==> config.mk <==
export PLATFORM = sky130hd
export DESIGN_NAME = alu_serial_flat
export DESIGN_NICKNAME = d
export VERILOG_FILES = /design/src/rtl/alu_serial_if.sv /design/src/rtl/alu_serial.sv /design/src/flat_wrapper.sv
export SDC_FILE = /design/constraint.sdc
export NUM_CORES = 1
export LEC_CHECK = 0
export CAP_MARGIN = 20
export CORE_MARGIN = 2
export CORE_UTILIZATION = 45
export DETAILED_ROUTE_END_ITERATION = 10
export GPL_ROUTABILITY_DRIVEN = 0
export PLACE_DENSITY = 0.81
export SLEW_MARGIN = 5
export SYNTH_ARGS = -nofsm -noshare
export SYNTH_HDL_FRONTEND = slang
export SYNTH_SLANG_ARGS = --single-unit
==> constraint.sdc <==
create_clock -name clk -period 3.9 [get_ports clk]
set_input_delay 0.78 -clock clk [delete_from_list [all_inputs] [get_ports clk]]
set_output_delay 0.78 -clock clk [all_outputs]
set_load 0.02 [all_outputs]
==> src/rtl/alu_serial_if.sv <==
// alu_serial_if: request/response handshake bundle for alu_serial.
// The overflow flag exists only when ALU_SERIAL_OVF_EN is defined.
interface alu_serial_if #(parameter int WIDTH = 32);
   logic in_valid, in_ready, out_valid, out_ready, cout, zero;
   logic [WIDTH-1:0] src1, src2, result;
   logic [3:0] alu_ctrl;
`ifdef ALU_SERIAL_OVF_EN
   logic overflow;
   modport master(output in_valid, src1, src2, alu_ctrl, out_ready,
                  input in_ready, out_valid, result, cout, zero, overflow);
   modport slave(input in_valid, src1, src2, alu_ctrl, out_ready,
                 output in_ready, out_valid, result, cout, zero, overflow);
`else
   modport master(output in_valid, src1, src2, alu_ctrl, out_ready,
                  input in_ready, out_valid, result, cout, zero);
   modport slave(input in_valid, src1, src2, alu_ctrl, out_ready,
                 output in_ready, out_valid, result, cout, zero);
`endif
endinterface

==> src/rtl/alu_serial.sv <==
// alu_serial: digit-serial ALU, DIGIT bits per cycle LSD first, registered inter-digit carry.
// ALU_SERIAL_OVF_EN adds the overflow flag and makes SLT a true signed compare.
module alu_serial #(
   parameter int WIDTH = 32,
   parameter int DIGIT = 4
) (
   input logic clk,
   input logic rst,
   alu_serial_if.slave bus
);
   localparam int N = WIDTH / DIGIT;
   localparam int CW = N > 1 ? $clog2(N) : 1;
   localparam logic [3:0] OP_AND = 4'b0000, OP_OR = 4'b0001, OP_ADD = 4'b0010;
   localparam logic [3:0] OP_SUB = 4'b0110, OP_NOR = 4'b1100, OP_SLT = 4'b0111;
   typedef enum logic [1:0] {IDLE, RUN, DONE} state_t;
   state_t state;
   logic [WIDTH-1:0] a, b, merged, fin;
   logic [3:0] op;
   logic [CW-1:0] cnt;
   logic carry, cc, c_msb_in, c_out, ovf_raw, less, arith, last;
   logic [DIGIT-1:0] da, db, s, dres;
   int sh;
   always_comb begin
      arith = op == OP_ADD || op == OP_SUB || op == OP_SLT;
      last = cnt == CW'(N - 1);
      sh = int'(cnt) * DIGIT;
      da = DIGIT'(a >> sh) ^ {DIGIT{op == OP_NOR}};
      db = DIGIT'(b >> sh) ^ {DIGIT{op == OP_SUB || op == OP_SLT || op == OP_NOR}};
      s = '0;
      cc = carry;
      c_msb_in = carry;
      for (int i = 0; i < DIGIT; i++) begin
         s[i] = da[i] ^ db[i] ^ cc;
         c_msb_in = cc;
         cc = (da[i] & db[i]) | (cc & (da[i] ^ db[i]));
      end
      c_out = cc;
      ovf_raw = c_msb_in ^ c_out;
`ifdef ALU_SERIAL_OVF_EN
      less = s[DIGIT-1] ^ ovf_raw;
`else
      less = s[DIGIT-1];
`endif
      // NOR reaches here as AND of the inverted operands
      dres = (op == OP_AND || op == OP_NOR) ? da & db :
             op == OP_OR ? da | db :
             arith ? s : '0;
      merged = (bus.result & ~(WIDTH'({DIGIT{1'b1}}) << sh)) | (WIDTH'(dres) << sh);
      fin = op == OP_SLT ? WIDTH'(less) : merged;
   end
   always_ff @(posedge clk or posedge rst)
      if (rst) begin
         state <= IDLE;
         a <= '0;
         b <= '0;
         op <= '0;
         cnt <= '0;
         carry <= 1'b0;
         bus.in_ready <= 1'b1;
         bus.out_valid <= 1'b0;
         bus.result <= '0;
         bus.cout <= 1'b0;
         bus.zero <= 1'b0;
`ifdef ALU_SERIAL_OVF_EN
         bus.overflow <= 1'b0;
`endif
      end else
         case (state)
            IDLE:
               if (bus.in_valid) begin
                  a <= bus.src1;
                  b <= bus.src2;
                  op <= bus.alu_ctrl;
                  cnt <= '0;
                  carry <= bus.alu_ctrl == OP_SUB || bus.alu_ctrl == OP_SLT;
                  bus.in_ready <= 1'b0;
                  state <= RUN;
               end
            RUN: begin
               carry <= c_out;
               cnt <= last ? cnt : cnt + 1'b1;
               bus.result <= last ? fin : merged;
               if (last) begin
                  bus.cout <= arith & c_out;
                  bus.zero <= fin == '0;
`ifdef ALU_SERIAL_OVF_EN
                  bus.overflow <= (op == OP_ADD || op == OP_SUB) & ovf_raw;
`endif
                  bus.out_valid <= 1'b1;
                  state <= DONE;
               end
            end
            DONE:
               if (bus.out_ready) begin
                  bus.out_valid <= 1'b0;
                  bus.in_ready <= 1'b1;
                  state <= IDLE;
               end
            default: state <= IDLE;
         endcase
endmodule

==> src/flat_wrapper.sv <==
// flat-port wrapper written by rule: the top's interface ports become plain ports
module alu_serial_flat 
#(
   parameter int WIDTH = 32,
   parameter int DIGIT = 4
)
  (clk, rst, bus_in_valid, bus_src1, bus_src2, bus_alu_ctrl, bus_out_ready, bus_in_ready, bus_out_valid, bus_result, bus_cout, bus_zero);
  alu_serial_if #(.WIDTH(WIDTH)) bus_i ();
  input logic clk;
  input logic rst;
  input wire logic [$bits(bus_i.in_valid)-1:0] bus_in_valid;
  input wire logic [$bits(bus_i.src1)-1:0] bus_src1;
  input wire logic [$bits(bus_i.src2)-1:0] bus_src2;
  input wire logic [$bits(bus_i.alu_ctrl)-1:0] bus_alu_ctrl;
  input wire logic [$bits(bus_i.out_ready)-1:0] bus_out_ready;
  output wire logic [$bits(bus_i.in_ready)-1:0] bus_in_ready;
  output wire logic [$bits(bus_i.out_valid)-1:0] bus_out_valid;
  output wire logic [$bits(bus_i.result)-1:0] bus_result;
  output wire logic [$bits(bus_i.cout)-1:0] bus_cout;
  output wire logic [$bits(bus_i.zero)-1:0] bus_zero;
  assign bus_i.in_valid = bus_in_valid;
  assign bus_i.src1 = bus_src1;
  assign bus_i.src2 = bus_src2;
  assign bus_i.alu_ctrl = bus_alu_ctrl;
  assign bus_i.out_ready = bus_out_ready;
  assign bus_in_ready = bus_i.in_ready;
  assign bus_out_valid = bus_i.out_valid;
  assign bus_result = bus_i.result;
  assign bus_cout = bus_i.cout;
  assign bus_zero = bus_i.zero;
  alu_serial #(.WIDTH(WIDTH), .DIGIT(DIGIT)) u_core (.clk(clk), .rst(rst), .bus(bus_i));
endmodule
* Yosys cells after proc, flatten, opt, wreduce, memory -nomap -nowiden
Cells that the tools add are included.
** Word-level totals
- Flip-flop bits (word level) :: 110
- Input bits :: 72
- Output and inout bits :: 36
- Word-level logic and storage cells :: 97
** Cells by class
- Add/subtract/negate cells :: 1
- Equality and inequality tests :: 14
- Shifts and indexed selects :: 4
- Mux-type cells :: 20
- Bitwise logic cells :: 28
- Reductions and logical operators :: 19
** Operators by type and width (number)
- $mux W32 :: 2
- $shr A32 B5 Y4 :: 2
- $and A32 B32 Y32 :: 1
- $logic_not A32 Y1 :: 1
- $not A32 Y32 :: 1
- $or A32 B32 Y32 :: 1
- $shl A4 B5 Y32 :: 1
- $shl A4 B5 Y32 const A :: 1
- $eq A4 B3 Y1 const B :: 4
- $mux W4 :: 3
- $reduce_and A3 Y1 :: 4
- $and A1 B1 Y1 :: 9
- $xor A1 B1 Y1 :: 8
- $xor A4 B4 Y4 :: 2
- $logic_or A1 B1 Y1 :: 6
- $mux W2 :: 3
- $mux W3 :: 2
- $ne A2 B2 Y1 const B :: 3
- $pmux W1 S2 :: 3
- $pmux W2 S3 :: 1
- $pmux W3 S2 :: 1
- $reduce_and A2 Y1 :: 3
- $reduce_bool A2 Y1 :: 3
- $mux W1 :: 5
- other kinds (13) :: 16

* Longest topological paths before layout
Gate-level depths: netlist of the first run.
- Word-level depth :: 19
- Depth in mapped cells :: 19
- Mapped depth without buffers :: 16

* Worst setup path before layout of the first run
Ideal clock, no wire load.
- Path type :: register to register
- Start :: register u_core.cnt[1]
- End :: register u_core.bus.zero
- Library setup time :: 0.128 ns
- Arrival time :: 4.128 ns
- Required time :: 3.772 ns
- Path slack :: -0.356 ns
- Stages on the path, launching flop included :: 19
- Path buffers :: 3
- Period minus slack after synthesis :: 4.256 ns
- Cell sequence :: dfrtp_1 -> buf_2 -> clkbuf_1 -> mux4_2 -> mux2i_1 -> xor2_1 -> inv_1 -> fa_1 -> fa_1 -> inv_1 -> fa_1 -> inv_1 -> fa_1 -> a31oi_1 -> o2bb2ai_1 -> buf_2 -> a21oi_1 -> o311ai_1 -> o21ai_1
** Between the ends
- Word-level cells in the longest chain between the ends :: 17
- Elaborated cells on any way between the ends :: 35
- Those cells by class :: eq/ne: 1; shift: 4; mux: 4; bitwise: 24; reduce/logical: 2
** Ends and longest elaborated chain
- start, declared :: RTL line alu_serial.sv:19 : logic [CW-1:0] cnt;
- start signal, assigned :: RTL line alu_serial.sv:81 : cnt <= last ? cnt : cnt + 1'b1;
- $shr A32 B5 Y4 (on tied branches) :: RTL line alu_serial.sv:27, alu_serial.sv:28
- $xor A4 B4 Y4 (on tied branches) :: RTL line alu_serial.sv:27, alu_serial.sv:28
- $xor A1 B1 Y1 :: RTL line alu_serial.sv:33, alu_serial.sv:35
- $and A1 B1 Y1 :: RTL line alu_serial.sv:35 : cc = (da[i] & db[i]) | (cc & (da[i] ^ db[i]));
- $or A1 B1 Y1 :: RTL line alu_serial.sv:35
- $and A1 B1 Y1 :: RTL line alu_serial.sv:35
- $or A1 B1 Y1 :: RTL line alu_serial.sv:35
- $and A1 B1 Y1 :: RTL line alu_serial.sv:35
- $or A1 B1 Y1 :: RTL line alu_serial.sv:35
- $xor A1 B1 Y1 :: RTL line alu_serial.sv:33 : s[i] = da[i] ^ db[i] ^ cc;
- $mux W4 :: RTL line alu_serial.sv:47 : arith ? s : '0;
- $mux W4 :: RTL line alu_serial.sv:46 : op == OP_OR ? da | db :
- $mux W4 :: RTL line alu_serial.sv:45 : dres = (op == OP_AND || op == OP_NOR) ? da & db :
- $shl A4 B5 Y32 :: RTL line alu_serial.sv:48 : merged = (bus.result & ~(WIDTH'({DIGIT{1'b1}}) << sh)) | (WIDTH'(dres) << sh);
- $or A32 B32 Y32 :: RTL line alu_serial.sv:48
- $mux W32 :: RTL line alu_serial.sv:49 : fin = op == OP_SLT ? WIDTH'(less) : merged;
- $logic_not A32 Y1 :: RTL line alu_serial.sv:85 : bus.zero <= fin == '0;
- end signal, assigned :: RTL line alu_serial.sv:63 : bus.zero <= 1'b0;
- end signal, assigned :: RTL line alu_serial.sv:85
- end, declared :: RTL line alu_serial_if.sv:17 : output in_ready, out_valid, result, cout, zero);
Several ways; a longest one is shown, not always the timed one.
A chain may end at the register's enable or synchronous reset.

* Worst setup path in the final report of the first run
- Start :: register u_core.cnt[0]
- End :: register u_core.bus.zero
Same word-level chain as after synthesis.

==> summary.md, run 1 <==
| Metric | Value |
|---|---|
| Status | complete, but fails checks |
| Failing checks | setup timing |
| Synth Register Bits | 110 |
| Nets | 660 |
| Worst Tran Pin Value | 1.064 ns |
| Most frequent CP cell | fa_2 |
| Final routed DRC violation total | 0 |
| Wire per inst | 18.36 µm |
| Max Freq | 244.9 MHz |
| Avg Cell Area, Syn | roughly 13 µm² |
| Core footprint | 12110 µm² |
| Final hold vios | 0 |
| Tot Pwr | 7783 µW |
| Share of layout cells above drive strength 1 | 27.48% |
| Crit path kind | register to register |
| RSZ-0062 raised after global routing | yes |
| Final ANT Viol Nets | 0 |
| Hold WC Path Type | register to register |
| Flop pwr share | 25.8% |
| Final setup fails | 5 |
| GRT Total Usage | 21.26% |
| Multi-input gate area | 2683 µm² |
| Crit path largest cell delay | ~0.53 ns |
| Mapped Cells | about 450 |
| Slew headroom | 29.07% |
| Clock transition at path regs | 0.07 ns |
| CP Data Arrival Time | 4.32 ns |
| CTS tree | built |
| Clk pwr share | 12.7% |
| Root buf cell | clkbuf_16 |
| Seq/Total Area, Yosys | 49.03% |
| Tmin final | 4.084 ns |
| Die area | about 13000 µm² |
| Finished Cell Area | 7405 µm² |
| YS warnings | 0 |
| Final Cycle Share | 104.7% |
| First-pass GRT wire length | approximately 22000 µm |
| CP max FO | 4 |
| Mapped Nets | around 540 |
| Number of rows in the core area | 40 |
| Filler cells | 957 |
| Pwr Density | around 1100 nW/µm² |
| Remaining global-route overflow | 0 |
| Distinct cells, synth | between 50 and 60 |
| Wirelength, routed | 13640 µm |
| Cell area after placement | 6978 µm² |
| Fin. max-slew vios | 0 |
| DRT Pass-1 Iters | 5 |
| Cell family with most CP delay | adder cells |
| Slowest CP cell | mux4_2 |
| Switching Share | approximately 40% |
| TritonCTS Buffers | 9 |
| H-Tree Depth | 3 |
| Initial Utilization | 46.37% |
| Ys flop type | dfrtp_1 |
| Area Growth Syn to Fin | 31.83% |
| CP Cell Sequence | mux4_2, mux2i_2, xor2_1, inv_1, fa_2, fa_2, inv_2, fa_2, inv_2, fa_1, a31oi_1, o2bb2ai_2, buf_4, a21oi_2, o311ai_2, o21ai_1 |
| Clk_skew | 0.01063 ns |
| Vias post-DR | 4235 |
| Async S/R FF share, synth | 100.0% |
| Antenna cells | 0 |
| Starting DRT DRC Count | 303 |
| FF+latch area | 2755 µm² |
| Comb pwr share | 61.5% |
| Clk buf depth | 2 |
| Die Wd | 115.7 µm |
| Final WS setup | -0.1840 ns |
| Pint | 4615 µW |
| Max cap viols | 0 |
| Clock latency on the worst-skew pair | 0.35 ns |
| Pin count of the biggest net entering global routing | 61 |
| Hpwl dp | 9776 µm |
| Vias in the first global route | 4402 |
| Req. time, crit path | 4.13 ns |
| # IOs | 108 |
| Maximum vdd ir drop | about 440 µV |
| Sw Pwr | roughly 3200 µW |
| Die height | 115.7 µm |
| WP buf/inv | 4 |
| Sink Count | 110 |
| Netlist Area Pre-Place | about 5600 µm² |
| Leakage | 0.003178 µW |
| Number of flops mapped to enable cells by yosys | 0 |
| Vias per cell | 5.700 |
| Buffers on Ports | 107 |
| CP startpoint kind | register |
| Initial antenna violation count | 0 |
| Worst Setup End Kind | register |
area by class of cell:
type,instances,area share (%)
well taps,168,2.839
clock buffers,13,3.785
flip-flops and latches,110,37.21
multi-input cells,290,36.23
inverters,19,0.9970
clock inverters,3,0.6590
repair buffers,140,18.28
cell usage in the layout (no fill, tap or decap), types with 2 or more instances in the layout:
master,instances
clkbuf_8,4
a22o_1,26
o2bb2ai_2,2
clkdlybuf4s50_1,107
o21ai_0,13
clkbuf_16,9
nor2_1,14
a221oi_1,2
xnor2_1,3
nor4b_1,4
buf_6,6
and3_1,3
nor2b_1,4
buf_4,26
nor4_1,4
nand2_1,33
nand3_1,5
o2111ai_1,2
a21o_1,2
ha_1,14
inv_2,3
xor2_1,5
dfrtp_1,108
inv_1,15
mux4_2,16
fa_2,3
a31oi_1,2
mux2i_1,7
nor4_2,3
nor3_2,2
a22oi_1,3
nor3_1,5
a21oi_1,14
a32o_1,5
mux2_2,68
worst min-delay path, stage by stage, from the launching register on:
cell and delay (ns):
dfrtp_1 0.36, nand2_1 0.05, o21ai_0 0.06
worst paths after layout:
check	endpoint	depth (start not counted)	slack, ns	from
max in group asynchronous	u_core.cnt[0]	3	2.21	rst
hold reg to reg	u_core.bus.cout	2	0.50	u_core.bus.cout
setup reg to reg	u_core.bus.zero	16	-0.18	u_core.cnt[0]
setup / recovery	u_core.bus.zero	16	-0.18	u_core.cnt[0]
hold / removal	u_core.bus.cout	2	0.50	u_core.bus.cout
min in group asynchronous	u_core.bus.out_valid	2	0.93	rst
what timing repair did:
action | in CTS | in global routing
endpoints found under the setup margin | 6 | 15
gates resized for setup | 4 | 9
hold buffers | 0 | 0
pin swaps | 3 | 5
buffers inserted | 2 | 4
gates cloned | 0 | 0
power groups by stage:
stage	sequential [µW]	combinational (µW)	clock, µW
after detailed placement	2020	4370	0
after global placement	1990	4230	0
after global routing	2070	5190	1050
final	2010	4780	989
after CTS	2010	4470	1010
after floorplan	2050	2950	0
per-stage QoR:
| step | setup WS, ns | instances | TNS [ns] | utilization (%) | hold WS (ns) |
|---|---|---|---|---|---|
| 4_1_cts | -0.09483 | 739 | -0.09483 | 60.59 | 0.5066 |
| 3_5_place_dp | -0.2793 | 721 | -0.3597 | 57.61 | 0.4916 |
| 3_3_place_gp | -0.1107 | 721 | -0.1107 | 57.61 | 0.4839 |
| 5_1_grt | -0.3725 | 743 | -1.750 | 61.14 | 0.5144 |
| 6_report | -0.1840 | 743 | -0.3744 | 61.14 | 0.5015 |
| 2_1_floorplan | -0.03124 | 448 | -0.03124 | - | 0.4752 |
sequential cells by signal (all words and copies together) (netlist names):
| signal | flops |
|---|---|
| u_core.a | 32 |
| u_core.b | 32 |
| u_core.bus.result | 32 |
| u_core.op | 4 |
| u_core.cnt | 3 |
| u_core.state | 2 |
| u_core.bus.cout | 1 |
| u_core.bus.in_ready | 1 |
| u_core.bus.out_valid | 1 |
| u_core.bus.zero | 1 |
| u_core.carry | 1 |
kinds of logic (layout without fill, tap and decap cells):
logic type / count (synthesis) / count (layout) / synth area share (%)
compound gates: 87 / 87 / 11.72
flops: 110 / 110 / 49.03
buf+inv: 48 / 175 / 4.054
mux: 92 / 92 / 21.47
simple gates: 84 / 84 / 7.641
fa+ha+maj: 18 / 18 / 4.545
xor+xnor: 9 / 9 / 1.537
cell usage after synthesis, drive strengths merged (2+ instances only):
library cell,number,area (µm²)
dfrtp,109,2728
mux2,68,765.7
nand2,33,123.9
a22o,26,227.7
inv,19,71.31
buf,17,111.4
mux4,16,360.4
a21oi,15,75.07
nor2,15,56.30
ha,14,175.2
o21ai,14,70.06
clkbuf,12,45.04
mux2i,8,80.08
nor3,7,40.04
nor4,7,62.56
xor2,6,60.06
a32o,5,50.05
nand3,5,25.02
fa,4,80.08
nor2b,4,25.02
nor4b,4,35.03
a22oi,3,22.52
a31oi,3,18.77
and3,3,18.77
o2bb2ai,3,32.53
xnor2,3,26.28
a2111oi,2,23.77
a21o,2,15.01
a221oi,2,17.52
nand2b,2,15.02
o2111ai,2,17.52
routing by layer:
| layer | vias to the layer above | part of all wire, % | track usage (%) |
|---|---|---|---|
| met5 | - | 0 | 0 |
| met4 | 0 | 1.7 | 6.429 |
| met3 | 24 | 7.6 | 4.969 |
| met2 | 191 | 48 | 35.67 |
| met1 | 2114 | 42 | 27.69 |
| li1 | 1906 | - | - |
No activity file was read; power rests on OpenSTA's default activity.
==> run 2: changes to the inputs <==
--- a/config.mk
+++ b/config.mk
@@ -6,11 +6,13 @@
 export NUM_CORES = 1
 export LEC_CHECK = 0
 export CAP_MARGIN = 20
+export CELL_PAD_IN_SITES_DETAIL_PLACEMENT = 1
+export CELL_PAD_IN_SITES_GLOBAL_PLACEMENT = 1
 export CORE_MARGIN = 2
-export CORE_UTILIZATION = 45
+export CORE_UTILIZATION = 38
 export DETAILED_ROUTE_END_ITERATION = 10
 export GPL_ROUTABILITY_DRIVEN = 0
-export PLACE_DENSITY = 0.81
+export PLACE_DENSITY = 0.84
 export SLEW_MARGIN = 5
 export SYNTH_ARGS = -nofsm -noshare
 export SYNTH_HDL_FRONTEND = slang
==> run 2 against run 1 <==
  * The run still ends with setup timing left
  * Setup slack gained 0.17 ns
  * Via count shrank 1.7%
  * Register-to-register slack gained 0.17 ns
  * Critical endpoint unchanged
  * Total power grew 4.3%
  * Die area grew 18%
  * Routed wire length grew 13%
  * Cell count grew 3.5%
  * Largest cell class unchanged
==> summary.md, run 2 (synthesis results as in run 1) <==
| Metric | Value |
|---|---|
| Status | complete, but fails checks (unchanged) |
| Failing checks | setup timing (unchanged) |
| Clk pwr share | 12.4% (was 12.7%) |
| CP Data Arrival Time | 4.21 ns (was 4.32 ns) |
| Sink Count | 110 (unchanged) |
| Vias in the first global route | 4627 (was 4402) |
| Tot Pwr | 8121 µW (was 7783 µW) |
| Max cap viols | 0 (unchanged) |
| Final ANT Viol Nets | 0 (unchanged) |
| Hold WC Path Type | register to register (unchanged) |
| Nets | 671 (was 660) |
| WP buf/inv | 3 (was 4) |
| Antenna cells | 0 (unchanged) |
| Share of layout cells above drive strength 1 | 29.06% (was 27.48%) |
| Req. time, crit path | 4.20 ns (was 4.13 ns) |
| Cell area after placement | 7081 µm² (was 6978 µm²) |
| Die area | 15770 µm² (was 13390 µm²) |
| Cell family with most CP delay | adder cells (unchanged) |
| Crit path kind | register to register (unchanged) |
| H-Tree Depth | 3 (unchanged) |
| Crit path largest cell delay | 0.51 ns (was 0.53 ns) |
| Clk_skew | 0.01028 ns (was 0.01063 ns) |
| Buffers on Ports | 107 (unchanged) |
| Final routed DRC violation total | 0 (unchanged) |
| Switching Share | 41.05% (was 40.70%) |
| Hold Crit Start | u_core.b[18] (was u_core.bus.cout) |
| Maximum vdd ir drop | 442.5 µV (was 443.5 µV) |
| Clock transition at path regs | 0.08 ns (was 0.07 ns) |
| Most frequent CP cell | fa_2 (unchanged) |
| Die height | 125.6 µm (was 115.7 µm) |
| Finished Cell Area | 7515 µm² (was 7405 µm²) |
| CTS tree | built (unchanged) |
| Leakage | 0.003234 µW (was 0.003178 µW) |
| Vias post-DR | 4165 (was 4235) |
| Slowest CP cell | mux4_2 (unchanged) |
| Tmin final | 3.910 ns (was 4.084 ns) |
| CP max FO | 5 (was 4) |
| CP startpoint kind | register (unchanged) |
| Worst Setup End Kind | register (unchanged) |
| Die Wd | 125.6 µm (was 115.7 µm) |
| Critical path startpoint | u_core.cnt[0] (unchanged) |
| Vias per cell | 5.416 (was 5.700) |
| TritonCTS Buffers | 9 (unchanged) |
| Pint | 4788 µW (was 4615 µW) |
| Pin count of the biggest net entering global routing | 67 (was 61) |
| First-pass GRT wire length | 25270 µm (was 22150 µm) |
| Comb pwr share | 62.5% (was 61.5%) |
| Final setup fails | 1 (was 5) |
| Initial antenna violation count | 0 (unchanged) |
| Largest registers | u_core.a x32, u_core.b x32, u_core.bus.result x32 (unchanged) |
| Remaining global-route overflow | 0 (unchanged) |
| Cts hold-fix bufs | 0 (unchanged) |
| Number of rows in the core area | 44 (was 40) |
| Final Cycle Share | 100.2% (was 104.7%) |
| DRT Pass-1 Iters | 4 (was 5) |
| RSZ-0062 raised after global routing | yes (unchanged) |
| Slew headroom | 55.12% (was 29.07%) |
| Final hold vios | 0 (unchanged) |
| Initial Utilization | 38.79% (was 46.37%) |
| GRT Total Usage | 20.45% (was 21.26%) |
| CP Cell Sequence | mux4_2, mux2i_1, xor2_1, inv_1, fa_2, fa_2, inv_2, fa_2, inv_2, fa_2, a31oi_4, o2bb2ai_4, a41o_1, nor3_1, o2111ai_1, o21ai_1 (was mux4_2, mux2i_2, xor2_1, inv_1, fa_2, fa_2, inv_2, fa_2, inv_2, fa_1, a31oi_1, o2bb2ai_2, buf_4, a21oi_2, o311ai_2, o21ai_1) |
| Clk buf depth | 2 (unchanged) |
| Core footprint | 14480 µm² (was 12110 µm²) |
| Wirelength, routed | 15430 µm (was 13640 µm) |
| Final WS setup | -0.009696 ns (was -0.1840 ns) |
| Hpwl dp | 11640 µm (was 9776 µm) |
| Sw Pwr | 3334 µW (was 3168 µW) |
| Root buf cell | clkbuf_16 (unchanged) |
| R2R Path Start | u_core.cnt[0] (unchanged) |
| Most frequent cells in the layout | 107 x clkdlybuf4s50_1, 107 x dfrtp_1, 68 x mux2_2 (was 108 x dfrtp_1, 107 x clkdlybuf4s50_1, 68 x mux2_2) |
| Starting DRT DRC Count | 205 (was 303) |
| Wire per inst | 20.07 µm (was 18.36 µm) |
| Flop pwr share | 25.0% (was 25.8%) |
| Max Freq | 255.8 MHz (was 244.9 MHz) |
| Fin. max-slew vios | 0 (unchanged) |
| # IOs | 108 (unchanged) |
| Pwr Density | 1081 nW/µm² (was 1051 nW/µm²) |
| Worst Tran Pin Value | 0.6680 ns (was 1.064 ns) |
| Clock latency on the worst-skew pair | 0.37 ns (was 0.35 ns) |
| Area Growth Syn to Fin | 33.79% (was 31.83%) |
run 2: cell types whose count changed in the layout (fill, tap and decap cells not counted), sizes merged:
| cell | before | now |
|---|---|---|
| clkbuf | 13 | 10 |
| bufinv | 1 | 2 |
| buf | 33 | 44 |
| clkinv | 0 | 1 |
run 2: metrics by stage:
stage	utilization, %	std cells	setup slack, ns	setup TNS, ns	hold slack, ns
CTS	51.48	767	-0.1161	-0.1813	0.5087
finish	51.90	769	-0.009696	-0.009696	0.5056
global placement	48.71	746	-0.09769	-0.09769	0.4853
floorplan	-	448	-0.03124	-0.03124	0.4752
detailed placement	48.90	747	-0.2304	-0.4980	0.4926
global route	51.90	769	-0.1763	-0.5918	0.5262
run 2: final timing paths:
| path | endpoint | slack (ns) | cells after the start |
|---|---|---|---|
| min in group asynchronous | u_core.state[1] | 0.77 | 2 |
| hold / removal | u_core.b[18] | 0.51 | 1 |
| hold reg to reg | u_core.b[18] | 0.51 | 1 |
| max in group asynchronous | u_core.cnt[0] | 2.44 | 3 |
| setup reg to reg | u_core.bus.zero | -0.01 | 16 |
| setup / recovery | u_core.bus.zero | -0.01 | 16 |
run 2: worst register-to-register path, delay by kind of cell (launching register included):
family	cells	cell delay (ns)
flip-flops	1	0.43
AO/OA/AOI/OAI	5	0.75
XOR/XNOR	1	0.19
multiplexers	2	0.69
AND/OR/NAND/NOR	1	0.18
buffers and inverters	3	0.21
adder cells (fa/ha/maj)	4	1.39
run 2: final cells by class:
type                    instances  area (µm²)
multi-input cells             290        2705
well taps                     184       230.2
repair buffers                151        1429
flip-flops and latches        110        2756
clock inverters                 5       81.33
fillers                      1500        6964
inverters                      19       73.82
clock buffers                  10       239.0
run 2: power groups by stage:
| stage | Sequential [µW] | Combinational, µW | Clock (µW) |
|---|---|---|---|
| CTS | 2040 | 4860 | 1030 |
| global route | 2110 | 5510 | 1070 |
| floorplan | 2050 | 2950 | 0 |
| finish | 2030 | 5080 | 1010 |
| detailed placement | 2050 | 4660 | 0 |
| global placement | 2000 | 4420 | 0 |
run 2: per-layer routing:
metal / GRT usage, % / routed length (µm) / vias up
li1: - / - / 1905
met1: 25.63 / 6498 / 2121
met2: 35.68 / 8002 / 122
met3: 5.178 / 731 / 17
met4: 4.641 / 201 / 0
met5: 0 / 0 / -
run 2: timing repair:
action / 4_1_cts / 5_1_grt
setup buffers: 6 / 2
endpoints found under the setup margin: 8 / 9
resized for setup: 5 / 8
pin swaps: 11 / 7
==> run 3: changes to the inputs <==
--- a/config.mk
+++ b/config.mk
@@ -9,10 +9,12 @@
 export CELL_PAD_IN_SITES_DETAIL_PLACEMENT = 1
 export CELL_PAD_IN_SITES_GLOBAL_PLACEMENT = 1
 export CORE_MARGIN = 2
-export CORE_UTILIZATION = 38
+export CORE_UTILIZATION = 45
 export DETAILED_ROUTE_END_ITERATION = 10
+export DONT_BUFFER_PORTS = 1
 export GPL_ROUTABILITY_DRIVEN = 0
-export PLACE_DENSITY = 0.84
+export GPL_TIMING_DRIVEN = 0
+export PLACE_DENSITY = 0.81
 export SLEW_MARGIN = 5
 export SYNTH_ARGS = -nofsm -noshare
 export SYNTH_HDL_FRONTEND = slang
==> run 3 against run 2 <==
  * Via count decreased by 7.6%
  * Die area is 15% lower
  * Non-clock buffer count decreased by 104
  * Cell count shrank 15%
  * Critical path depth is 1 higher
  * Sequential share of layout area grew 6.1 points
  * Register-to-register slack worse by 0.27 ns
  * Utilization increased by 1.3 points
  * Maximum frequency decreased by 6.4%
  * The flow still finishes with violations (setup timing)
==> summary.md, run 3 (synthesis results as in run 1) <==
| Metric | Value |
|---|---|
| WP buf/inv | 5 (was 3) |
| Pin count of the biggest net entering global routing | 59 (was 67) |
| Most frequent CP cell | fa_2 (unchanged) |
| Clock transition at path regs | 0.07 ns (was 0.08 ns) |
| Initial Utilization | 46.37% (was 38.79%) |
| Number of rows in the core area | 40 (was 44) |
| Final WS setup | -0.2778 ns (was -0.009696 ns) |
| Final Cycle Share | 107.1% (was 100.2%) |
| Multi-input gate area | 2720 µm² (was 2705 µm²) |
| Crit path kind | register to register (unchanged) |
| Filler cells | 1235 (was 1500) |
| Nets | 567 (was 671) |
| Die area | 13390 µm² (was 15770 µm²) |
| Area Growth Syn to Fin | 14.64% (was 33.79%) |
| Max Freq | 239.4 MHz (was 255.8 MHz) |
| Starting DRT DRC Count | 185 (was 205) |
| Max cap viols | 0 (unchanged) |
| R2R Path Start | u_core.cnt[0] (unchanged) |
| Hold WC Path Type | input port to asynchronous set/reset pin (was register to register) |
| CP max FO | 5 (unchanged) |
| Status | complete, but fails checks (unchanged) |
| Finished Cell Area | 6439 µm² (was 7515 µm²) |
| Clk buf depth | 2 (unchanged) |
| TritonCTS Buffers | 9 (unchanged) |
| Most frequent cells in the layout | 108 x dfrtp_1, 68 x mux2_2, 33 x nand2_1 (was 107 x clkdlybuf4s50_1, 107 x dfrtp_1, 68 x mux2_2) |
| Sink Count | 110 (unchanged) |
| WP depth | 17 (was 16) |
| Wirelength, routed | 14850 µm (was 15430 µm) |
| Slew headroom | 41.48% (was 55.12%) |
| RSZ-0062 raised after global routing | yes (unchanged) |
| Die height | 115.7 µm (was 125.6 µm) |
| Reg-to-reg setup timing slack | -0.28 ns (was -0.01 ns) |
| Cell area after placement | 5892 µm² (was 7081 µm²) |
| Failing checks | setup timing (unchanged) |
| Post-Layout Cell Count | 651 (was 769) |
| # IOs | 108 (unchanged) |
| Top Metal Used | met5 (was met4) |
| CP Data Arrival Time | 4.42 ns (was 4.21 ns) |
| H-Tree Depth | 3 (unchanged) |
| Vias per cell | 5.914 (was 5.416) |
| Cell family with most CP delay | adder cells (unchanged) |
| Worst setup endpoint | u_core.bus.zero (unchanged) |
| Final TNS setup | -1.651 ns (was -0.009696 ns) |
| Final setup fails | 9 (was 1) |
| Met3 WL post-DR | 1170 µm (was 731 µm) |
| Met1 wire length | 6008 µm (was 6498 µm) |
| Fin. max-slew vios | 0 (unchanged) |
| Critical path startpoint | u_core.cnt[0] (unchanged) |
| Initial antenna violation count | 2 (was 0) |
| Final ANT Viol Nets | 0 (unchanged) |
| Slowest CP cell | fa_2 (was mux4_2) |
| Req. time, crit path | 4.14 ns (was 4.20 ns) |
| Hpwl dp | 10480 µm (was 11640 µm) |
| Wire per inst | 22.81 µm (was 20.07 µm) |
| Tmin final | 4.178 ns (was 3.910 ns) |
| Vias in the first global route | 4250 (was 4627) |
| Clk_skew | 0.005459 ns (was 0.01028 ns) |
| Die Wd | 115.7 µm (was 125.6 µm) |
| Vias post-DR | 3850 (was 4165) |
| Final routed DRC violation total | 0 (unchanged) |
| CP startpoint kind | register (unchanged) |
| Remaining global-route overflow | 0 (unchanged) |
| Final hold vios | 0 (unchanged) |
| First-pass GRT wire length | 23260 µm (was 25270 µm) |
| Worst r2r dst | u_core.bus.zero (unchanged) |
| Dpl cells | 617 (was 747) |
| WL met2 | 7433 µm (was 8002 µm) |
| Worst Setup End Kind | register (unchanged) |
| Reg2Reg Depth | 17 (was 16) |
| FF+latch area | 2755 µm² (was 2756 µm²) |
| GRT Total Usage | 23.12% (was 20.45%) |
| Worst Tran Pin Value | 0.8746 ns (was 0.6680 ns) |
| Buffers on Ports | 0 (was 107) |
| Clock latency on the worst-skew pair | 0.36 ns (was 0.37 ns) |
| Crit path largest cell delay | 0.60 ns (was 0.51 ns) |
| Largest registers | u_core.a x32, u_core.b x32, u_core.bus.result x32 (unchanged) |
| DRT Pass-1 Iters | 4 (unchanged) |
| CP Cell Sequence | buf_12, mux4_2, mux2i_1, xor2_1, inv_1, fa_2, fa_2, inv_2, fa_2, inv_2, fa_2, a31oi_2, o2bb2ai_2, buf_6, a21oi_2, o311ai_2, o21ai_1 (was mux4_2, mux2i_1, xor2_1, inv_1, fa_2, fa_2, inv_2, fa_2, inv_2, fa_2, a31oi_4, o2bb2ai_4, a41o_1, nor3_1, o2111ai_1, o21ai_1) |
| CTS tree | built (unchanged) |
| Root buf cell | clkbuf_16 (unchanged) |
| Core footprint | 12110 µm² (was 14480 µm²) |
| Share of layout cells above drive strength 1 | 33.61% (was 29.06%) |
| Most common cell after layout, fill and taps aside | dfrtp_1 |
==> run 3: area by class of cell <==
class | count | area share, %
Antenna cell | 1 | 0.03887
Buffer | 29 | 3.595
Clock buffer | 13 | 4.042
Clock inverter | 3 | 0.4081
Inverter | 19 | 1.147
Multi-Input combinational cell | 290 | 42.25
Sequential cell | 110 | 42.79
Tap cell | 168 | 3.265
Timing Repair Buffer | 18 | 2.468
==> run 3: what timing repair did <==
item | 4_1_cts | 5_1_grt
setup buffers | 15 | 2
pin swaps | 10 | 1
resized for setup | 19 | 9
hold buffers | 0 | 0
endpoints found under the setup margin | 17 | 17
==> run 3: worst min path at each step <==
stage                       from                     to  slack [ns]  cells after the start
finish                       rst   u_core.bus.out_valid        0.39                      1
detailed placement  u_core.b[29]           u_core.b[29]        0.49                      1
floorplan           u_core.a[21]           u_core.a[21]        0.48                      1
global placement     u_core.b[1]            u_core.b[1]        0.48                      1
global route                 rst  u_core.bus.result[30]        0.44                      1
CTS                          rst   u_core.bus.out_valid        0.42                      1
==> run 3: through the flow <==
stage               util [%]  hold WS [ns]  setup slack (ns)
detailed placement     48.65        0.4932           -0.6588
finish                 53.16        0.3886           -0.2778
global placement       48.40        0.4847           -0.7965
global route           53.16        0.4438           -0.4357
CTS                    52.58        0.4167           -0.2880
floorplan                  -        0.4752          -0.03124
==> run 3: layer usage <==
| layer | vias to the layer above | track usage (%) |
|---|---|---|
| li1 | 1701 | - |
| met4 | 2 | 7.937 |
| met3 | 19 | 7.584 |
| met1 | 1998 | 27.76 |
| met2 | 130 | 39.30 |
| met5 | - | 0 |
Power of run 3 is not shown: default switching activity piles up to over one toggle a cycle in this logic, so the estimate is an artifact.
